[src/rtl/result_streamer_pkg.sv]
// result_streamer_pkg: shared types and constants for the result streamer.
package result_streamer_pkg;

    typedef enum logic [1:0] {
        ST_IDLE  = 2'd0,
        ST_FETCH = 2'd1,
        ST_DRAIN = 2'd2,
        ST_DONE  = 2'd3
    } state_e;

    localparam int         PIXELS_PER_BYTE   = 8;
    localparam logic [2:0] RUN_STATE_DEFAULT = 3'd3;

endpackage

[src/rtl/result_streamer_if.sv]
// result_streamer_if: byte stream from the streamer to the host-side transmitter.
// Optional frame markers exist only when RESULT_STREAMER_FRAME_MARKER_EN is defined.
interface result_streamer_if;
    logic [7:0] oByte;
    logic       oValid;
    logic       iReady;
`ifdef RESULT_STREAMER_FRAME_MARKER_EN
    logic       oFirst;
    logic       oLast;
`endif

    modport master (
        input  iReady,
        output oByte,
        output oValid
`ifdef RESULT_STREAMER_FRAME_MARKER_EN
        ,
        output oFirst,
        output oLast
`endif
    );

    modport slave (
        output iReady,
        input  oByte,
        input  oValid
`ifdef RESULT_STREAMER_FRAME_MARKER_EN
        ,
        input  oFirst,
        input  oLast
`endif
    );
endinterface

[src/rtl/result_bit_packer.sv]
// result_bit_packer: packs captured pixels MSB-first into bytes and owns the
// output byte/valid register. A byte is only completed when the output slot is
// free, so the caller stalls on the eighth pixel instead of losing it.
// Frame markers are built when RESULT_STREAMER_FRAME_MARKER_EN is defined.
module result_bit_packer
    import result_streamer_pkg::*;
(
    input  logic clock,
    input  logic reset,
    input  logic data_ok_i,     // iResultData holds a pixel that may be captured
    input  logic bit_i,
`ifdef RESULT_STREAMER_FRAME_MARKER_EN
    input  logic last_i,        // the pixel being captured belongs to the final byte
`endif
    output logic take_o,        // pixel captured this cycle
    result_streamer_if.master strm
);

    localparam logic [2:0] LAST_BIT = 3'(PIXELS_PER_BYTE - 1);

    logic [2:0] cnt_q, cnt_d;
    logic [6:0] shift_q, shift_d;
    logic [7:0] byte_q, byte_d;
    logic       valid_q, valid_d;
    logic       slot_free;
    logic       load;

    assign slot_free = !valid_q || strm.iReady;
    assign take_o    = data_ok_i && ((cnt_q != LAST_BIT) || slot_free);
    assign load      = take_o && (cnt_q == LAST_BIT);

    // Next-state for the shift register, bit counter and output slot.
    always_comb begin
        cnt_d   = cnt_q;
        shift_d = shift_q;
        byte_d  = byte_q;
        valid_d = valid_q;
        if (valid_q && strm.iReady) valid_d = 1'b0;
        if (take_o) begin
            cnt_d = cnt_q + 3'd1;
            if (cnt_q != LAST_BIT) shift_d = {shift_q[5:0], bit_i};
        end
        if (load) begin
            byte_d  = {shift_q, bit_i};
            valid_d = 1'b1;
        end
    end

    // Packer registers with synchronous reset.
    always_ff @(posedge clock) begin
        if (reset) begin
            cnt_q   <= '0;
            shift_q <= '0;
            byte_q  <= '0;
            valid_q <= 1'b0;
        end else begin
            cnt_q   <= cnt_d;
            shift_q <= shift_d;
            byte_q  <= byte_d;
            valid_q <= valid_d;
        end
    end

    assign strm.oByte  = byte_q;
    assign strm.oValid = valid_q;

`ifdef RESULT_STREAMER_FRAME_MARKER_EN
    logic first_pend_q, first_q, last_q;

    // Markers load together with the byte; the first-byte flag is consumed once.
    always_ff @(posedge clock) begin
        if (reset) begin
            first_pend_q <= 1'b1;
            first_q      <= 1'b0;
            last_q       <= 1'b0;
        end else if (load) begin
            first_pend_q <= 1'b0;
            first_q      <= first_pend_q;
            last_q       <= last_i;
        end
    end

    assign strm.oFirst = first_q;
    assign strm.oLast  = last_q;
`endif

endmodule

[src/rtl/result_streamer.sv]
// result_streamer: reads the binarized result memory in raster order and
// streams it as MSB-first packed bytes. Frame markers (oFirst/oLast) are added
// when RESULT_STREAMER_FRAME_MARKER_EN is defined.
//
// state | meaning
// IDLE  | waiting for global_state == RUN_STATE, pixel 0 address presented
// FETCH | issuing addresses and capturing the previous pixel
// DRAIN | last address issued, final capture / final byte pending
// DONE  | frame delivered, finished held until reset
module result_streamer
    import result_streamer_pkg::*;
#(
    parameter int         WIDTH_BITS  = 8,
    parameter int         HEIGHT_BITS = 8,
    parameter logic [2:0] RUN_STATE   = RUN_STATE_DEFAULT
) (
    input  logic                   clock,
    input  logic                   reset,
    output logic [WIDTH_BITS-1:0]  oResultCol,
    output logic [HEIGHT_BITS-1:0] oResultRow,
    input  logic                   iResultData,
    input  logic [2:0]             global_state,
    output logic                   finished,
    result_streamer_if.master      strm
);

    localparam int IDX_BITS = WIDTH_BITS + HEIGHT_BITS;
    localparam int WIDTH    = 2 ** WIDTH_BITS;
    localparam int HEIGHT   = 2 ** HEIGHT_BITS;
    localparam logic [IDX_BITS-1:0] LAST_IDX = IDX_BITS'(WIDTH * HEIGHT - 1);
    localparam logic [IDX_BITS-1:0] IDX_ONE  = IDX_BITS'(1);

    state_e              state_q, state_d;
    logic [IDX_BITS-1:0] pix_q, pix_d;     // next address to issue
    logic [IDX_BITS-1:0] addr;
    logic                last_cap_q, last_cap_d;
    logic                finished_q, finished_d;
    logic                run;
    logic                data_ok;
    logic                take;

    assign run     = (global_state == RUN_STATE);
    assign data_ok = run && ((state_q == ST_FETCH) ||
                             (state_q == ST_DRAIN && !last_cap_q));

    result_bit_packer u_packer (
        .clock     (clock),
        .reset     (reset),
        .data_ok_i (data_ok),
        .bit_i     (iResultData),
`ifdef RESULT_STREAMER_FRAME_MARKER_EN
        .last_i    (state_q == ST_DRAIN),
`endif
        .take_o    (take),
        .strm      (strm)
    );

    // When no capture happens in FETCH, re-present the pixel whose data is
    // pending so the registered memory still returns it next cycle.
    always_comb begin
        addr = pix_q;
        if (state_q == ST_FETCH && !take) addr = pix_q - IDX_ONE;
    end

    assign oResultCol = addr[WIDTH_BITS-1:0];
    assign oResultRow = addr[IDX_BITS-1:WIDTH_BITS];
    assign finished   = finished_q;

    // Next-state logic: phase sequencing and address advance.
    always_comb begin
        state_d    = state_q;
        pix_d      = pix_q;
        last_cap_d = last_cap_q;
        finished_d = finished_q;
        case (state_q)
            ST_IDLE: begin
                if (run) begin
                    state_d = ST_FETCH;
                    pix_d   = IDX_ONE;
                end
            end
            ST_FETCH: begin
                if (take) begin
                    if (pix_q == LAST_IDX) state_d = ST_DRAIN;
                    else                   pix_d   = pix_q + IDX_ONE;
                end
            end
            ST_DRAIN: begin
                if (take) last_cap_d = 1'b1;
                if (last_cap_q && strm.oValid && strm.iReady) begin
                    state_d    = ST_DONE;
                    finished_d = 1'b1;
                end
            end
            default: ;
        endcase
    end

    // State and address registers with synchronous reset.
    always_ff @(posedge clock) begin
        if (reset) begin
            state_q    <= ST_IDLE;
            pix_q      <= '0;
            last_cap_q <= 1'b0;
            finished_q <= 1'b0;
        end else begin
            state_q    <= state_d;
            pix_q      <= pix_d;
            last_cap_q <= last_cap_d;
            finished_q <= finished_d;
        end
    end

endmodule

[src/flat_wrapper.sv]
// flat-port wrapper written by rule: the top's interface ports become plain ports
module result_streamer_flat import result_streamer_pkg::*;
#(
    parameter int         WIDTH_BITS  = 8,
    parameter int         HEIGHT_BITS = 8,
    parameter logic [2:0] RUN_STATE   = RUN_STATE_DEFAULT
)
  (clock, reset, oResultCol, oResultRow, iResultData, global_state, finished, strm_iReady, strm_oByte, strm_oValid);
  result_streamer_if strm_i ();
  input  logic clock;
  input  logic reset;
  output logic [WIDTH_BITS-1:0] oResultCol;
  output logic [HEIGHT_BITS-1:0] oResultRow;
  input  logic iResultData;
  input  logic [2:0] global_state;
  output logic finished;
  input wire logic [$bits(strm_i.iReady)-1:0] strm_iReady;
  output wire logic [$bits(strm_i.oByte)-1:0] strm_oByte;
  output wire logic [$bits(strm_i.oValid)-1:0] strm_oValid;
  assign strm_i.iReady = strm_iReady;
  assign strm_oByte = strm_i.oByte;
  assign strm_oValid = strm_i.oValid;
  result_streamer #(.WIDTH_BITS(WIDTH_BITS), .HEIGHT_BITS(HEIGHT_BITS), .RUN_STATE(RUN_STATE)) u_core (.clock(clock), .reset(reset), .oResultCol(oResultCol), .oResultRow(oResultRow), .iResultData(iResultData), .global_state(global_state), .finished(finished), .strm(strm_i));
endmodule
[config.mk]
export PLATFORM = sky130hd
export DESIGN_NAME = result_streamer_flat
export DESIGN_NICKNAME = d
export VERILOG_FILES = /design/src/rtl/result_streamer_pkg.sv /design/src/rtl/result_streamer_if.sv /design/src/rtl/result_bit_packer.sv /design/src/rtl/result_streamer.sv /design/src/flat_wrapper.sv
export SDC_FILE = /design/constraint.sdc
export NUM_CORES = 1
export LEC_CHECK = 0
export CORE_MARGIN = 1.5
export CORE_UTILIZATION = 54
export CTS_CLUSTER_SIZE = 30
export DETAILED_ROUTE_END_ITERATION = 10
export PLACE_DENSITY = 0.8
export RECOVER_POWER = 100
export SETUP_SLACK_MARGIN = 0.4
export SLEW_MARGIN = 40
export SYNTH_ARGS = -nofsm -noshare
export SYNTH_HDL_FRONTEND = slang
export SYNTH_SLANG_ARGS = --single-unit
export TNS_END_PERCENT = 1
[constraint.sdc]
create_clock -name clock -period 2.8 [get_ports clock]
set_input_delay 0.7 -clock clock [delete_from_list [all_inputs] [get_ports clock]]
set_output_delay 0.7 -clock clock [all_outputs]
set_load 0.02 [all_outputs]
# Yosys cells after proc, flatten, opt, wreduce, memory -nomap -nowiden
# Cells that the tools add are included.
# W data, S select, Z words.
[classes]
addsub = 3
multipliers = 0
div_mod_pow = 0
magnitude_cmp = 0
n_eq_ne = 11
shift = 0
mux = 12
n_bitwise = 0
n_reduce_logical = 23
[ops]
columns = ["operator", "count"]
rows = [
  ["$mux W16", 4],
  ["$pmux W16 S2", 1],
  ["$add A16 B1 Y16 const B", 1],
  ["$eq A16 B16 Y1 const B", 1],
  ["$sub A16 B1 Y16 const B", 1],
  ["$logic_and A1 B1 Y1", 8],
  ["$mux W2", 4],
  ["$ne A2 B2 Y1 const B", 3],
  ["$pmux W2 S3", 1],
  ["$reduce_and A2 Y1", 3],
  ["$reduce_and A5 Y1", 1],
  ["$ne A2 B1 Y1 const B", 2],
  ["$reduce_and A4 Y1", 1],
  ["$reduce_bool A2 Y1", 2],
  ["$add A3 B1 Y3 const B", 1],
  ["$eq A3 B2 Y1 const B", 1],
  ["$eq A3 B3 Y1 const B", 1],
  ["$logic_not A1 Y1", 3],
  ["$logic_or A1 B1 Y1", 3],
  ["$ne A3 B3 Y1 const B", 1],
  ["$reduce_bool A3 Y1", 1],
  ["$eq A2 B1 Y1 const B", 1],
  ["$eq A2 B2 Y1 const B", 1],
  ["$logic_not A2 Y1", 1],
  ["$mux W1", 2],
]
[word_totals]
regBits = 39
latch_bits = 0
mem_bits_rw = 0
romBits = 0
inputBits = 7
out_inout_bits = 26
word_cells = 57
mem_count = 0

# Longest topological paths before layout
# Gate-level depths: netlist of the first run.
[depth]
depth_word = 8
mapped_depth = 9

# Hierarchy
# From an unflattened synthesis of the first run, not the netlist that was laid out.
[unflattened]
hier_cells = 273
hier_area_um2 = 2329.7
[by_module_without_submodules]
columns = ["module", "instances", "cells_each", "area_each_um2"]
rows = [
  ["result_streamer", 1, 192, 1537.7],
  ["result_bit_packer", 1, 81, 792.0],
]

# Worst setup path after synthesis of the first run
# Ideal clock, no wire load.
[synth_path]
path_kind = "input to output"
startpoint = "input port strm_iReady"
endpoint = "output port oResultRow[2]"
t_arrival_ps = 2211
required_time_ps = 2100
slack_ps = -111
stages = 5
n_path_buf = 0
path_cell_list = "and3b_1 > o21ai_1 > or4b_1 > nor3_1 > xor2_1"
[synth_between]
elab_chain_len = 6
[synth_rtl]
columns = ["item", "line", "rtl"]
rows = [
  ["from (decl)", "flat_wrapper.sv:17", "input wire logic [$bits(strm_i.iReady)-1:0] strm_iReady;"],
  ["$logic_or A1 B1 Y1", "result_bit_packer.sv:28", "assign slot_free = !valid_q || strm.iReady;"],
  ["$logic_or A1 B1 Y1", "result_bit_packer.sv:29", "assign take_o = data_ok_i && ((cnt_q != LAST_BIT) || slot_free);"],
  ["$logic_and A1 B1 Y1", "result_bit_packer.sv:29", ""],
  ["$logic_not A1 Y1", "result_streamer.sv:62", "if (state_q == ST_FETCH && !take) addr = pix_q - IDX_ONE;"],
  ["$logic_and A1 B1 Y1", "result_streamer.sv:62", ""],
  ["$mux W16", "result_streamer.sv:62", ""],
  ["to (decl)", "flat_wrapper.sv:13", "output logic [HEIGHT_BITS-1:0] oResultRow;"],
]
# Every way passes these cells.

# Worst setup path after layout of the first run
[layout_path]
startpoint = "register u_core.u_packer.cnt_q[0]"
endpoint = "output port oResultRow[2]"
[layout_between]
elab_chain_len = 6
[layout_rtl]
columns = ["item", "line", "rtl"]
rows = [
  ["from (decl)", "result_bit_packer.sv:21", "logic [2:0] cnt_q, cnt_d;"],
  ["from (signal assigned)", "result_bit_packer.sv:57", "cnt_q <= cnt_d;"],
  ["$ne A3 B3 Y1", "result_bit_packer.sv:29", ""],
  ["$logic_or A1 B1 Y1", "result_bit_packer.sv:29", ""],
  ["$logic_and A1 B1 Y1", "result_bit_packer.sv:29", ""],
  ["$logic_not A1 Y1", "result_streamer.sv:62", ""],
  ["$logic_and A1 B1 Y1", "result_streamer.sv:62", ""],
  ["$mux W16", "result_streamer.sv:62", ""],
]
# Every way passes these cells.

==> metrics list, run 1 <==
- Run status: complete, but fails checks
- Violations in the final reports: negative setup slack
* WL per Instance: 15.5 um
* Proportion of layout cells with a drive suffix above 1: 0.302
- Setup violations remaining at the end of the flow were counted as 6.
* Hold worst-path end: u_core.finished$_SDFFE_PP0P_
- Flop and latch count out of synthesis: 39
* Area added between synthesis and finish: 38.1%
- Maximum fanout along the worst path: 4
* First-pass GRT wire length: 9230 um
- Die Height: 66.6 um
- STA puts the critical path data arrival time at 2.27 ns.
- TritonCTS built the clock tree.
- Synth Net Count: 279
- Path class of the lowest-slack min-delay path: register to register
- The number of cells on the worst reg-to-reg path is 7.
- The multi-input combinational cells in the finished layout cover a total of 1450 sq um.
* Number of search-and-repair iterations in the first detailed-routing pass: 5
- Count of buffers inserted at the top-level ports: 32
* Site row count: 22
* Utilization after layout: 0.799
- FMAX: 337 MHz
- Cells along the critical path: ha_4, ha_4, and3b_2, o21ai_4, or4b_4, nor3_4, xor2_2, buf_6
- Area of the mapped netlist: 2180 sq um
* Nets@finish: 339
- For this design the static power due to leakage is 0.00129 uW.
- Global route total overflow: 0
- Post-detailed-placement half-perimeter wirelength: 3760 um
* Critical Path Sink Type: output pin
* Fill count: 242
* Leading cell types in the layout, fill and taps excluded: sky130_fd_sc_hd__buf_4 (53), sky130_fd_sc_hd__dfxtp_1 (37), sky130_fd_sc_hd__nor2_1 (30)
- Number of cells on the worst hold path: 2
* Maximum level of the CTS H-tree: 2
- The most critical setup path has its startpoint at u_core.u_packer.cnt_q[0]$_SDFFE_PP0P_.
* Ys Warns: 0
- Among cell families on the critical path, the largest total delay comes from simple AND/OR/NAND/NOR gates.
* Worst vdd rail ir drop: 390 uV
- Final weighted congestion in routability-driven placement: 0.893
- The later pin in the worst-skew pair is clocked with a latency of 0.30 ns.
- Category of the worst setup path launch point: register
* Post-layout minimum cycle time: 2.97 ns
* Number of buffers on the longest clock path: 2
- Syn_area_per_cell: 8.27 sq um
- Instance count of the mapped netlist: 264
- In this run the critical register-to-register path is launched from u_core.pix_q[0]$_SDFFE_PP0P_.
- The number of antenna diodes in the final layout is 0.
- Number of standard cells in the layout, taps in and fillers out: 373
- Commonest non-fill, non-tap cell in the layout: sky130_fd_sc_hd__buf_4
* Die X-Extent: 66.6 um
* Register cell area after layout: 783 sq um
- The number of hold violations in the final report was 0.
- Cell with the biggest individual delay on the critical path: sky130_fd_sc_hd__or4b_4
* Worst Slack Setup Final: -0.169 ns
* Max capacitance violation total: 0
* Unrepaired setup endpoints after global routing: true
* Start point of the worst min-delay path: u_core.finished$_SDFFE_PP0P_
- Clock-pin slew of the registers on the worst-case setup and hold paths: 0.08 ns
- For this design the top-level I/O count stands at 33.
* Number of cells after detailed placement: 361
- Worst Hold Margin: 0.478 ns
- Across the routed clock network, the largest skew measured is 0.00242 ns.
* Portion of the post-synthesis area used by sequential elements: 0.358
- Data on the critical path is required at its endpoint by 2.10 ns.
- In this run the critical register-to-register path is captured at u_core.pix_q[5]$_SDFFE_PP0P_.
- DRC marker count from the first detailed-route iteration: 213
- The number of max-slew violations in the final report is 0.
* Kind of critical path: register to output pin
- Stage delay of the slowest cell on the critical path: 0.55 ns
- Crit share post-route: 1.06
* Count of buffer and inverter cells on the critical path: 1
- Most prevalent standard cell on the critical path: sky130_fd_sc_hd__ha_4
- Hold buffer count at CTS: 0
- TritonCTS created 5 clock buffers.
- The number of antenna violations at the first check in global routing is 0.
- The routed design has 5790 um of wire.
* Initial Util: 0.579
- Via count of the first global-routing pass: 2051
- The detail route stage leaves a number of antenna-violating nets equal to 0.
- Summing over every cut layer, the via total after detailed routing is 2171.
- Measured against its own limit, the worst slew margin works out to 0.316.
* Vias per std cell: 5.82
- Clock Sinks: 39
* Clock root buffer master: sky130_fd_sc_hd__clkbuf_8
- Entering global routing, the biggest net connects 27 pins.
- Core ar.: 3770 sq um
* Power per unit of standard cell area: 595 nW/um^2
* Overall routing resource usage: 0.275
* Number of library cell types mapped by synthesis: 44
- The die covers 4430 sq um.
* Pin slew with the least headroom to its limit: 1.03 ns
* R2R setup slack: 0.49 ns
- DRC violation count after routing: 0
## what timing repair did
action	CTS	global route
pin swaps	8	9
buffers inserted	3	1
endpoints found under the setup margin	16	30
resized for setup	97	31
## worst reg2reg max path: stages, from the launching register on
cell                      delay, ns
sky130_fd_sc_hd__dfxtp_1       0.40
sky130_fd_sc_hd__buf_4         0.16
sky130_fd_sc_hd__ha_1          0.19
sky130_fd_sc_hd__and3_1        0.28
sky130_fd_sc_hd__nand4_4       0.20
sky130_fd_sc_hd__o211a_4       0.31
sky130_fd_sc_hd__or3_4         0.47
sky130_fd_sc_hd__a31oi_1       0.22
## worst max-delay path by stage
stage,to,slack [ns],cells after the start
5_1_grt,oResultRow[2],-0.25,8
3_3_place_gp,oResultRow[4],-0.81,7
3_5_place_dp,oResultRow[2],-0.85,7
2_1_floorplan,oResultRow[2],0.09,5
4_1_cts,oResultRow[2],-0.23,8
6_report,oResultRow[2],-0.17,8
## state kept, by name (all words and copies together), names as in the netlist
| signal | flops |
|---|---|
| u_core.pix_q | 16 |
| u_core.finished | 1 |
| u_core.u_packer.strm.oByte | 8 |
| u_core.u_packer.cnt_q | 3 |
| u_core.last_cap_q | 1 |
| u_core.u_packer.strm.oValid | 1 |
| u_core.u_packer.shift_q | 7 |
| u_core.state_q | 2 |
## final cells by class
class	count	area share
Multi-Input combinational cell	196	0.480
Clock inverter	2	0.00540
Sequential cell	39	0.260
Inverter	8	0.00996
Clock buffer	6	0.0274
Tap cell	48	0.0199
Timing Repair Buffer	74	0.198
## report_power, final
part | total (uW) | internal (uW) | switching (uW) | leakage [uW]
Clock | 412 | 201 | 211 | 0.0000474
Combinational | 800 | 377 | 423 | 0.000929
Sequential | 582 | 570 | 11.8 | 0.000315
## logic make-up (layout without fill, tap and decap cells)
| group | after synthesis | after routing | synth area share |
|---|---|---|---|
| multiplexers | 17 | 17 | 0.0780 |
| AO/OA/AOI/OAI | 50 | 50 | 0.143 |
| flip-flops | 39 | 39 | 0.358 |
| adder cells (fa/ha/maj) | 8 | 8 | 0.0459 |
| XOR/XNOR | 16 | 16 | 0.0642 |
| AND/OR/NAND/NOR | 105 | 105 | 0.247 |
| buffers and inverters | 29 | 90 | 0.0648 |
## through the flow
stage                     area (sq um)  power (uW)  setup TNS [ns]  setup slack [ns]
after CTS                         2930        1730          -0.736            -0.230
after detailed placement          2770        1330          -10.02            -0.845
after global placement            2770        1310           -9.71            -0.809
final                             3010        1790          -0.467            -0.169
after global routing              3010        1880          -0.991            -0.251
after floorplan                   2220        1020               0            0.0862
## metal layers
| metal | GRT usage | part of all wire | up-vias |
|---|---|---|---|
| met5 | 0 | 0 | - |
| met3 | 0.0693 | 0.057 | 16 |
| met1 | 0.325 | 0.42 | 1013 |
| met2 | 0.481 | 0.50 | 99 |
| met4 | 0.0944 | 0.022 | 0 |
| li1 | - | - | 1043 |
## synth_stat cells, drive strengths merged
master | number | area share
nor4 | 2 | 0.0057
nand2b | 5 | 0.014
clkbuf | 9 | 0.015
xor2 | 7 | 0.028
nor2 | 34 | 0.058
or3 | 7 | 0.022
o211a | 2 | 0.013
and2 | 1 | 0.0029
and3 | 2 | 0.0057
dfxtp | 39 | 0.36
a221oi | 1 | 0.0040
nand4b | 1 | 0.0040
o31ai | 1 | 0.0034
nand2 | 22 | 0.038
ha | 8 | 0.046
nand3b | 1 | 0.0034
nor3 | 6 | 0.014
nand4 | 4 | 0.018
a21oi | 16 | 0.037
nor4b | 1 | 0.0040
a41oi | 3 | 0.012
nor3b | 2 | 0.0069
nor2b | 1 | 0.0029
o21ai | 11 | 0.025
a211oi | 1 | 0.0034
mux2i | 17 | 0.078
or4b | 1 | 0.0046
or2 | 1 | 0.0029
inv | 8 | 0.014
and3b | 1 | 0.0040
xnor2 | 9 | 0.036
nand3 | 9 | 0.021
a21boi | 1 | 0.0034
a31oi | 13 | 0.037
buf | 12 | 0.036
or4 | 4 | 0.014
a21bo | 1 | 0.0046
Power figures use the tool's default switching activity.
==> run 2, diff against run 1 <==
--- a/config.mk
+++ b/config.mk
@@ -9,6 +9,7 @@
 export CORE_UTILIZATION = 54
 export CTS_CLUSTER_SIZE = 30
 export DETAILED_ROUTE_END_ITERATION = 10
+export GPL_TIMING_DRIVEN = 0
 export PLACE_DENSITY = 0.8
 export RECOVER_POWER = 100
 export SETUP_SLACK_MARGIN = 0.4
==> run 2 against run 1 <==
Net effect: the flow still finishes with violations (negative setup slack); routed wire length shrank 5.3%; final cell count is 2.1% lower; maximum frequency decreased by 1.2%; cell area down 4.3%; utilization fell by 3.4 points; non-clock buffer count decreased by 8; critical path depth unchanged; global-route usage fell by 1.2 points; count of clock-buffer cells in the layout is 1 lower; hold slack got worse by 0.0019 ns; combinational power down 9.0%; power is 1.1% higher; critical path type is now input pin to output pin; largest power group unchanged.
==> metrics list, run 2 (synthesis gave the netlist of run 1 again) <==
- Clock-pin slew of the registers on the worst-case setup and hold paths: 0.08 ns (about the same)
- Flip-flop count of the largest register, all copies and words added: 16 (unchanged)
- The setup total negative slack is -1.28 ns (-0.814 ns).
* DRC violation count after routing: 0 (unchanged)
- The final critical-path required period is 3.00 ns (+0.0353 ns).
- Data required, critical path: 2.10 ns (about the same)
- Max-slew violation count: 0 (unchanged)
- Setup repair after global routing could not meet its margin everywhere.
- The first-pass GRT wire length was 8850 um (-4.0%).
- The maximum number of pins on one net before global-route repair was 15 (-44%).
* Proportion of layout cells with a drive suffix above 1: 0.237 (-0.0649)
* Global route total overflow: 0 (unchanged)
- Utilization after layout: 0.765 (-0.0342)
- The register with the most flip-flops in the final layout is u_core.pix_q.
- The remaining antenna violation count after routing was 0 (unchanged).
* Die Area: 4430 sq um (unchanged)
- Antenna diode instance count: 0 (unchanged)
* Area added between synthesis and finish: 32.2%
- The slowest stage of the critical path is the sky130_fd_sc_hd__or4b_4 cell.
- Final weighted congestion in routability-driven placement: 0.869 (-2.7%)
- Number of buffers on the longest clock path: 2 (unchanged)
- The number of maximum-capacitance violations was 0 (unchanged).
- Hold buffer count at CTS: 0 (unchanged)
- Overall routing resource usage: 0.263 (-0.0123)
- Maximum fanout along the worst path: 4 (unchanged)
* Commonest non-fill, non-tap cell in the layout: sky130_fd_sc_hd__dfxtp_1
- Final setup violation count: 12 (+6)
* Worst Skew: 0.00897 ns (+0.00655 ns)
- The power density of the placed cells is 629 nW/um^2 (+5.6%).
- Clock root buffer master: sky130_fd_sc_hd__clkbuf_8
- The worst setup path is of the input pin to output pin kind.
* Fill count: 267 (+10%)
- Routed length on met3: 285 um (-14%)
* Most prevalent standard cell on the critical path: sky130_fd_sc_hd__buf_6
- Leading cell types in the layout, fill and taps excluded: sky130_fd_sc_hd__dfxtp_1 (36), sky130_fd_sc_hd__nor2_1 (30), sky130_fd_sc_hd__buf_4 (25)
- Run status: complete, but fails checks
* Routed length on met1: 2360 um (-1.9%)
- The depth of the CTS H-tree is 2 (unchanged).
* Via total after detailed routing: 2085 (-4.0%)
- Pre-CTS WS: -0.991 ns (-0.146 ns)
- Count of buffers inserted at the top-level ports: 32 (unchanged)
* Path class of the lowest-slack min-delay path: register to register
- The leakage power is 0.00119 uW (-7.6%).
- The total power is 1810 uW (+1.1%).
- Cells along the critical path: dlygate4sd2_1, nand3b_1, buf_6, o21ai_4, or4b_4, nor3_4, xor2_2, buf_6
* FMAX: 333 MHz (-1.2%)
- The die height was 66.6 um (unchanged).
* Final count of hold timing violations: 0 (unchanged)
* Worst vdd rail ir drop: 400 uV (+2.5%)
- The total placed instance area is 2600 sq um (-6.3%).
* Violations in the final reports: negative setup slack
* Initial Util: 0.579 (unchanged)
- The count of clock tree sinks was 39 (unchanged).
- CTS tree: built
- The starting DRC count in detailed routing is 244 (+15%).
* Crit path DAT: 2.30 ns (+0.03 ns)
* Top Layer Used: met4
- STA classifies the critical path startpoint as an input pin.
- The number of global-route vias before repair came to 1882 (-8.2%).
- WL per Instance: 15.0 um (-3.2%)
* Crit share post-route: 1.07 (+0.0126)
- Die X-Extent: 66.6 um (unchanged)
* Vias per std cell: 5.71 (-1.9%)
* Top-level port count: 33 (unchanged)
- Number of search-and-repair iterations in the first detailed-routing pass: 4 (-1)
* Stage delay of the slowest cell on the critical path: 0.56 ns (about the same)
- Antenna violations before repair: 0 (unchanged)
- Nets@finish: 331 (-2.4%)
- The total number of placement rows came to 22 (unchanged).
- Slew headroom: 0.595 (+0.279)
- The total detailed-routing wirelength came to 5480 um (-5.3%).
- The post-route worst setup slack came to -0.205 ns (-0.0353 ns).
- Total met2 wirelength after detailed routing: 2680 um (-8.4%)
* Critical Path Sink Type: output pin
* Core ar.: 3770 sq um (unchanged)
* Post-detailed-placement half-perimeter wirelength: 3410 um (-9.4%)
* Pin slew with the least headroom to its limit: 0.608 ns (-0.418 ns)
* CTS Buf Count: 5 (unchanged)
* Clock Latency Late Sink: 0.31 ns (about the same)
* Post-Layout Inst Area: 2890 sq um (-4.3%)
==> run 2: final cells by class <==
| class | count | area [sq um] | area share |
|---|---|---|---|
| multi-input cells | 196 | 1390 | 0.482 |
| flip-flops and latches | 39 | 785 | 0.272 |
| repair buffers | 45 | 379 | 0.131 |
| plain buffers | 21 | 123 | 0.0425 |
| clock buffers | 5 | 68.8 | 0.0239 |
| well taps | 48 | 60.1 | 0.0208 |
| clock inverters | 3 | 47.5 | 0.0165 |
| inverters | 8 | 32.5 | 0.0113 |
==> run 2: stage by stage <==
step / hold WS (ns) / std cells
after floorplan: 0.440 / 264
after global placement: 0.448 / 344
after detailed placement: 0.452 / 344
after CTS: 0.460 / 365
after global routing: 0.509 / 365
final: 0.476 / 365
==> run 2: power breakdown <==
| part | switching (uW) | internal (uW) | total [uW] | leakage (uW) |
|---|---|---|---|---|
| clock | 229 | 270 | 499 | 0.0000587 |
| combinational | 402 | 326 | 728 | 0.000819 |
| sequential | 15.3 | 571 | 586 | 0.000316 |
==> run 2: final timing paths <==
kind	start	end	slack, ns	cells past startpoint
setup / recovery	global_state[1]	oResultRow[2]	-0.20	8
hold / removal	u_core.finished$_SDFFE_PP0P_	u_core.finished$_SDFFE_PP0P_	0.48	2
setup reg to reg	u_core.pix_q[1]$_SDFFE_PP0P_	u_core.pix_q[8]$_SDFFE_PP0P_	0.14	8
hold reg to reg	u_core.finished$_SDFFE_PP0P_	u_core.finished$_SDFFE_PP0P_	0.48	2
==> run 2: worst max-delay path: cells and delay by family <==
family	cells	cell delay [ns]
xor gates and xnor gates	1	0.16
buffers and inverters	3	0.51
and+or+nand+nor	3	0.86
AOI/OAI and AO/OA	1	0.07
==> run 2: repair_timing <==
item	4_1_cts	5_1_grt
setup endpoints to repair	37	26
pin swaps	8	7
gates resized for setup	106	17
setup buffers	13	0
cloned	0	0
==> run 2: metal layers <==
metal  track usage  vias up
li1              -     1034
met1         0.319      956
met2         0.451       78
met3        0.0507       17
met4         0.110        0
met5             0        -
==> run 3, diff against run 2 <==
--- a/config.mk
+++ b/config.mk
@@ -5,6 +5,7 @@
 export SDC_FILE = /design/constraint.sdc
 export NUM_CORES = 1
 export LEC_CHECK = 0
+export CORE_ASPECT_RATIO = 0.8
 export CORE_MARGIN = 1.5
 export CORE_UTILIZATION = 54
 export CTS_CLUSTER_SIZE = 30
==> run 3 against run 2 <==
Net effect: the run still ends with negative setup slack left; flip-flop and latch count unchanged; setup slack improved by 0.018 ns; cell area is 5.0% higher; global-route usage up 1.7 points; combinational power up 12%; routed wire length is 12% higher; count of clock-buffer cells in the layout did not move; first-iteration DRC count decreased by 5.7%; via count is 5.5% higher; critical path type is now register to output pin; critical endpoint is now oResultRow[4].
==> metrics list, run 3 (synthesis gave the netlist of run 1 again) <==
* Run status: complete, but fails checks
- Violations in the final reports: negative setup slack
- Die X-Extent: 74.1 um (+11%)
* Clock Latency Late Sink: 0.30 ns (about the same)
* Clock Sinks: 39 (unchanged)
- Crit share post-route: 1.07 (-0.00651)
* Number of search-and-repair iterations in the first detailed-routing pass: 4 (unchanged)
- The first-pass GRT wire length came to 9400 um (+6.2%).
- FMAX: 335 MHz (+0.61%)
* DRC violation count after routing: 0 (unchanged)
* DRC marker count from the first detailed-route iteration: 230 (-5.7%)
- The number of antenna violations at the first check in global routing was 0 (unchanged).
* Data required, critical path: 2.10 ns (about the same)
* Register cell area after layout: 787 sq um (+0.32%)
- The die height was 59.9 um (-10%).
- Max capacitance violation total: 0 (unchanged)
- Number of standard cells in the layout, taps in and fillers out: 382 (+4.7%)
* Core ar.: 3830 sq um (+1.5%)
- The maximum buffer depth of the clock tree is 2 (unchanged).
- The number of hold violations in the final report came to 0 (unchanged).
- The critical path goes through ha_4, ha_4, and3b_2, o21ai_4, or4b_4, buf_6, nor2_4, xor2_2, buf_6.
- In the layout the commonest cells are sky130_fd_sc_hd__buf_4 (38), sky130_fd_sc_hd__dfxtp_1 (34), sky130_fd_sc_hd__nor2_1 (30).
- The total number of placement rows was 20 (-9.1%).
* Kind of critical path: register to output pin
- Critical Path Sink Type: output pin
- Max-slew violation count: 0 (unchanged)
* WL per Instance: 16.0 um (+6.7%)
* Cell with the biggest individual delay on the critical path: sky130_fd_sc_hd__or4b_4
- The total I/O pin count came to 33 (unchanged).
* Area added between synthesis and finish: 38.8%
- Clock root buffer master: sky130_fd_sc_hd__clkbuf_8
- The final global-route overflow total was 0 (unchanged).
- Drt total wl: 6120 um (+12%)
- Register with the highest flop count: u_core.pix_q
- The post-placement cell count was 351 (+2.0%).
* Hold buffer count at CTS: 0 (unchanged)
- The largest stage delay on the critical path is 0.54 ns (-0.02 ns).
- Number of routed nets with antenna violations: 0 (unchanged)
* Antenna diode instance count: 0 (unchanged)
- The largest fanout on the critical path was 4 (unchanged).
- Die Area: 4430 sq um (about the same)
- Final setup violation count: 11 (-1)
- The share of final-layout standard cells stronger than drive strength 1 came to 0.291 (+0.0539).
- Via count of the first global-routing pass: 1972 (+4.8%)
- Pin count of the biggest net entering global routing: 14 (-1)
* Crit path DAT: 2.29 ns (about the same)
- The worst slack at placement is -1.01 ns (-0.0187 ns).
* Nets@finish: 341 (+3.0%)
- Post-detailed-placement half-perimeter wirelength: 3560 um (+4.6%)
- Multi-input logic area: 1450 sq um (+4.2%)
* Commonest non-fill, non-tap cell in the layout: sky130_fd_sc_hd__buf_4
- The actual slew at the worst max-slew pin is 0.695 ns (+0.0871 ns).
- The final weighted congestion in routability-driven placement was 0.838 (-3.6%).
* CTS tree: built
- Leak pwr: 0.00128 uW (+6.8%)
- The worst voltage drop across the vdd grid is 443 uV (+11%).
- Setup TNS: -0.826 ns (+0.455 ns)
* Slew headroom: 0.537 (-0.0581)
- The smallest hold slack was 0.498 ns (+0.0228 ns).
- Vias per std cell: 5.76 (+0.77%)
- Clock-pin slew of the registers on the worst-case setup and hold paths: 0.08 ns (about the same)
- Category of the worst setup path launch point: register
* Via total after detailed routing: 2199 (+5.5%)
- The number of I/O port buffers was 32 (unchanged).
- Unrepaired setup endpoints after global routing: true
- Overall routing resource usage: 0.280 (+0.0173)
* Initial Util: 0.570 (-0.00870)
* Worst Skew: 0.0131 ns (+0.00413 ns)
- The min-delay analysis places its worst path in the category register to register.
- Post-layout minimum cycle time: 2.99 ns (-0.0182 ns)
- The post-route worst setup slack is -0.187 ns (+0.0182 ns).
* Maximum level of the CTS H-tree: 2 (unchanged)
- Fill count: 263 (-1.5%)
- Flip-flop count of the largest register, all copies and words added: 16 (unchanged)
- The number of CTS-inserted buffers was 5 (unchanged).
- The power density of the placed cells is 622 nW/um^2 (-0.99%).
[run 3: changes by cell type in the layout (fill, tap and decap cells not counted), moves of 2 or more]
cell,previous run,this run
sky130_fd_sc_hd__buf_6,3,5
sky130_fd_sc_hd__dfxtp_2,3,5
sky130_fd_sc_hd__clkdlybuf4s15_1,4,2
sky130_fd_sc_hd__clkdlybuf4s50_1,2,4
sky130_fd_sc_hd__dfxtp_1,36,34
sky130_fd_sc_hd__buf_4,25,38
sky130_fd_sc_hd__dlygate4sd3_1,10,8
[run 3: layer usage]
metal  vias up  GRT usage  share of wire
met2        92      0.464           0.49
li1       1047          -              -
met1      1049      0.371           0.44
met4         0     0.0979          0.015
met3        11     0.0438          0.056
met5         -          0              0
[run 3: power breakdown]
part | switching [uW] | internal (uW) | leakage, uW | total (uW)
clock | 217 | 266 | 0.0000581 | 482
sequential | 18.1 | 572 | 0.000317 | 590
combinational | 428 | 385 | 0.000901 | 813
[run 3: worst max-delay path, delay by kind of cell, from the launching register on]
family / cells / cell delay (ns)
AO/OA/AOI/OAI: 1 / 0.06
XOR/XNOR: 1 / 0.14
adder cells (fa/ha/maj): 2 / 0.27
buffers and inverters: 2 / 0.28
flip-flops: 1 / 0.36
AND/OR/NAND/NOR: 3 / 0.87
[run 3: layout make-up]
| type | count | area share |
|---|---|---|
| multi-input combinational | 196 | 0.478 |
| sequential | 39 | 0.260 |
| timing repair buffer | 55 | 0.151 |
| buffer | 21 | 0.0405 |
| clock buffer | 5 | 0.0227 |
| tap | 55 | 0.0227 |
| clock inverter | 3 | 0.0145 |
| inverter | 8 | 0.0107 |
[run 3: stage by stage]
step / cell area, sq um / total power, uW / utilization
final: 3030 / 1890 / 0.791
after global routing: 3030 / 1970 / 0.791
after CTS: 2890 / 1770 / 0.755
after detailed placement: 2610 / 1250 / 0.681
after global placement: 2610 / 1250 / 0.681
after floorplan: 2220 / 1020 / -
[run 3: path summary, 6_finish.rpt]
check	start	endpoint	slack, ns	cells after the start
min	u_core.u_packer.strm.oByte[6]$_SDFFE_PP0P_	u_core.u_packer.strm.oByte[6]$_SDFFE_PP0P_	0.50	2
min reg2reg	u_core.u_packer.strm.oByte[6]$_SDFFE_PP0P_	u_core.u_packer.strm.oByte[6]$_SDFFE_PP0P_	0.50	2
max reg2reg	u_core.u_packer.cnt_q[1]$_SDFFE_PP0P_	u_core.pix_q[4]$_SDFFE_PP0P_	0.48	10
max	u_core.u_packer.cnt_q[1]$_SDFFE_PP0P_	oResultRow[4]	-0.19	9
[run 3: timing repair]
item | 4_1_cts | 5_1_grt
gates resized for setup | 116 | 26
setup buffers | 13 | 10
hold endpoints to repair | 0 | 0
endpoints found under the setup margin | 37 | 19
pin swaps | 16 | 11
cloned | 0 | 0
